[config.mk]
export PLATFORM = sky130hd
export DESIGN_NAME = feature_sequencer
export DESIGN_NICKNAME = d
export VERILOG_FILES = /design/src/rtl/feature_sequencer.sv
export SDC_FILE = /design/constraint.sdc
export NUM_CORES = 1
export LEC_CHECK = 0
export CORE_MARGIN = 2
export CORE_UTILIZATION = 40
export DETAILED_ROUTE_END_ITERATION = 10
export GPL_TIMING_DRIVEN = 0
export SETUP_SLACK_MARGIN = 0.2
export SLEW_MARGIN = 20
export SYNTH_ARGS = -nofsm -noshare
export SYNTH_HDL_FRONTEND = slang
export SYNTH_SLANG_ARGS = --single-unit
[constraint.sdc]
create_clock -name clk -period 2.6 [get_ports clk]
set_clock_uncertainty 0.1 [all_clocks]
set_input_delay 0.26 -clock clk [delete_from_list [all_inputs] [get_ports clk]]
set_output_delay 0.26 -clock clk [all_outputs]
set_load 0.02 [all_outputs]
[src/rtl/feature_sequencer.sv]
// Feature-word sequencer: buffers 8-bit words in a circular FIFO and holds each
// word on `current` for one 8-cycle bit-serial evaluation frame.
module feature_sequencer #(
    parameter int unsigned DEPTH     = 4,
    parameter int unsigned FRAME_LEN = 8
) (
    input  logic                     clk,
    input  logic                     rst,
    input  logic [7:0]               in_data,
    input  logic                     in_valid,
    output logic                     in_ready,
    output logic [7:0]               current,
    output logic [2:0]               bit_index,
    output logic                     frame_start,
    output logic                     frame_done,
    output logic                     frame_active,
    output logic [$clog2(DEPTH):0]   occupancy
);
    localparam int unsigned AW         = $clog2(DEPTH);
    localparam logic [2:0]  LAST_PHASE = 3'(FRAME_LEN - 1);

    typedef enum logic {
        S_IDLE,
        S_RUN
    } state_t;

    logic [7:0]    r_mem [DEPTH];
    logic [AW-1:0] r_wr_ptr;
    logic [AW-1:0] r_rd_ptr;
    logic [AW:0]   r_count;
    state_t        r_state;
    logic [2:0]    r_phase;
    logic [7:0]    r_current;

    logic          w_full;
    logic          w_push;
    logic          w_pop;

    always_comb begin
        w_full   = (r_count == (AW+1)'(DEPTH));
        // No pass-through: a same-cycle pop never opens a slot for a push.
        in_ready = !w_full && !rst;
        w_push   = in_valid && in_ready;
        w_pop    = (r_count != '0) &&
                   ((r_state == S_IDLE) || (r_phase == LAST_PHASE));
    end

    // Storage needs no reset; clearing the pointers discards the contents.
    always_ff @(posedge clk) begin
        if (w_push) begin
            r_mem[r_wr_ptr] <= in_data;
        end
    end

    always_ff @(posedge clk) begin
        if (rst) begin
            r_wr_ptr  <= '0;
            r_rd_ptr  <= '0;
            r_count   <= '0;
            r_state   <= S_IDLE;
            r_phase   <= '0;
            r_current <= '0;
        end else begin
            if (w_push) begin
                r_wr_ptr <= r_wr_ptr + 1'b1;
            end
            if (w_pop) begin
                r_rd_ptr  <= r_rd_ptr + 1'b1;
                r_current <= r_mem[r_rd_ptr];
            end
            case ({w_push, w_pop})
                2'b10:   r_count <= r_count + 1'b1;
                2'b01:   r_count <= r_count - 1'b1;
                default: r_count <= r_count;
            endcase

            case (r_state)
                S_IDLE: begin
                    r_phase <= '0;
                    if (w_pop) begin
                        r_state <= S_RUN;
                    end
                end
                S_RUN: begin
                    if (r_phase == LAST_PHASE) begin
                        r_phase <= '0;
                        if (!w_pop) begin
                            r_state <= S_IDLE;
                        end
                    end else begin
                        r_phase <= r_phase + 1'b1;
                    end
                end
                default: begin
                    r_state <= S_IDLE;
                    r_phase <= '0;
                end
            endcase
        end
    end

    always_comb begin
        current      = r_current;
        bit_index    = r_phase;
        frame_active = (r_state == S_RUN);
        frame_start  = (r_state == S_RUN) && (r_phase == '0);
        frame_done   = (r_state == S_RUN) && (r_phase == LAST_PHASE);
        occupancy    = r_count;
    end
endmodule
==> results.toml, run 1 <==
[power]
finalPower_uw = 2649
ir_drop_mv = 0.4041
p_per_area_nw_per_um2 = 1007
leakage_uw = 0.0009062

[worst_setup_path]
end_kind = "primary output"
cp_data_required_time_ns = 2.24
timing.rr.end = "occupancy[2]"
rrSetupSlack_ns = 0.34
worstSetupPathType = "primary input to primary output"
r2r_start = "bit_index[0]"
worstPathArrival_ns = 1.92
start_kind = "primary input"
worstPathMaxFanout = 10
ff2ff_path_depth = 9

[die]
die_w_microns = 76.08
start_util_pct = 40.95
die_h_microns = 76.08
core_sq_um = 5075
std_cell_rows = 26
dieArea_sq_um = 5788
io_pins = 29

[timing]
rsz0062_at_grt = "false"
fin_crit_sh_pct = 87.72
slew_headroom_pct = 68.14
hold_violations = 0
fin_crit_ns = 2.281
setup_viol = 0
worst_slack_ns = 0.3192
worst_pin_slew_ns = 0.4779
holdWs_ns = 0.3882
slew_viol_final = 0
clock.fmax_ghz = 0.4384

[route]
drcViolationCount = 0
drt_wl_total_microns = 3790
drt_iter0_drc = 101
via_per_inst = 5.024
via_count = 1276
wl_per_cell_microns = 14.92
ant_nets = 0
drt_first_pass_iters = 4

[worst_hold_path]
holdPathStages = 2
hold_start = "current[3]"
min_to = "current[3]"
hold_path.class = "flip-flop to flip-flop"

[clock_tree]
cts_buffers = 5
clkLatencyLatePin_ns = 0.31
cts_tree = "done"
root_buffer = "clkbuf_8"
cts.clk_slew.worst_paths_ns = 0.08
clock-sinks = 51
clockBufferDepth = 2
cts_hold_buffers = 0
htreeDepth = 2

[synth]
synth_edf_count = 32
async_flop_share_pct = 0
synthFlopType = "edfxtp_1"
synth.cell_area_sq_um = 2078
synth-seq-cells = 51
yosysUniqueCellTypes = 30
synth_area_per_cell_sq_um = 14.43
synth_nets = 164
synth_cells = 144
yosysWarnings = 0
yosysSeqAreaShare_pct = 64.54

[global_route]
antenna_found_initial = 0
grt_usage_pct = 13.82
met2_usage_pct = 23.48
grt_pass1_vias = 1286
grt_pass1_wl_microns = 6251
met3_usage_pct = 3.318
grt_util_met1_pct = 17.31
grt_overflow = 0
grt_max_degree = 17
busiest_layer = "met2"

[finish]
diodes = 0
final_common_cell = "edfxtp_1"
fin_nets = 203
mostFrequentLayoutCells = "edfxtp_1, clkdlybuf4s50_1, dfxtp_1"
drive_gt1_share_pct = 20.65
area_growth_syn_to_layout_pct = 26.61
final_core_util_pct = 51.85

[run_status]
outcome = "completed"

[flow_run]
drv_cap = 0

[place]
port_buffers = 28
hpwl_microns = 2615
post-place-ws_ns = -0.1736
gp_congestion = 0.7253
-- layout make-up --
| cell class | instances | area [sq um] |
|---|---|---|
| Clock inverter | 2 | 37.54 |
| Inverter | 7 | 26.28 |
| Sequential cell | 51 | 1345 |
| Clock buffer | 6 | 72.57 |
| Timing Repair Buffer | 32 | 310.3 |
| Multi-Input combinational cell | 78 | 703.2 |
| Buffer | 8 | 48.80 |
| Tap cell | 70 | 87.58 |
| Fill cell | 449 | 2444 |
-- synthesized netlist by cell type, drive strengths merged (3+ instances only) --
cell type / count / share of area, %
ha: 8 / 4.8
mux4: 8 / 8.7
inv: 7 / 1.3
buf: 4 / 1.5
o21ai: 10 / 2.4
clkbuf: 4 / 0.78
nor2: 7 / 1.3
and2: 5 / 1.5
nand3: 8 / 1.9
a21oi: 11 / 2.6
edfxtp: 32 / 46
or3: 3 / 0.96
dfxtp: 19 / 18
-- sequential cells by signal, indices dropped and copies added (netlist names) --
signal        cells
current           8
bit_index         3
r_mem            32
r_wr_ptr          2
r_rd_ptr          2
occupancy         3
frame_active      1
-- worst max path at each step --
stage / start / end / slack [ns] / cells past startpoint
2_1_floorplan: bit_index[1] / occupancy[2] / 0.21 / 9
3_3_place_gp: rst / occupancy[2] / -0.13 / 8
3_5_place_dp: rst / occupancy[2] / -0.17 / 8
4_1_cts: bit_index[0] / occupancy[2] / 0.19 / 9
5_1_grt: bit_index[0] / occupancy[2] / 0.23 / 9
6_report: rst / in_ready / 0.32 / 5
-- per-layer routing --
layer	routed length [microns]	up-vias	part of all wire [%]
met5	0	-	0
met4	56	0	1.5
met3	187	6	4.9
met2	1868	37	49
met1	1677	626	44
li1	-	607	-
-- timing repair --
item                       in CTS  in global routing
resized for setup               6                  4
pin swaps                       2                  2
setup endpoints to repair       1                  1
setup buffers                   2                  2
-- cell families (layout without fill, tap and decap cells) --
logic type / count (synthesis) / in the layout / share of synthesized area, %
buffers and inverters: 15 / 55 / 3.552
adders and majority gates: 9 / 9 / 5.780
xor gates and xnor gates: 2 / 2 / 0.8430
muxes: 11 / 11 / 10.17
DFF: 51 / 51 / 64.54
and+or+nand+nor: 33 / 33 / 8.911
AOI/OAI and AO/OA: 23 / 23 / 6.201
-- metrics by stage --
stage               cell area, sq um  cells  TNS, ns
floorplan                       2085    144        0
global placement                2452    242  -0.1276
detailed placement              2452    242  -0.1736
CTS                             2597    252        0
global route                    2631    254        0
finish                          2631    254        0
-- report_power, final --
group	leakage, uW	internal [uW]	switching, uW
clock	0.0000514	287	253
combinational	0.000408	485	536
sequential	0.000447	999	89.3
total	0.000906	1770	878
-- worst max-delay path: stages --
cell and delay (ns):
clkdlybuf4s50_1 0.52, buf_2 0.26, buf_2 0.26, nor2_1 0.07, clkdlybuf4s50_1 0.54
No activity file was read; power rests on OpenSTA's default activity.
==> run 2, diff against run 1 <==
SLEW_MARGIN = unset   (was 20)
==> results of run 2 <==
No change in the layout: final DEF, timing and power equal those of run 1.
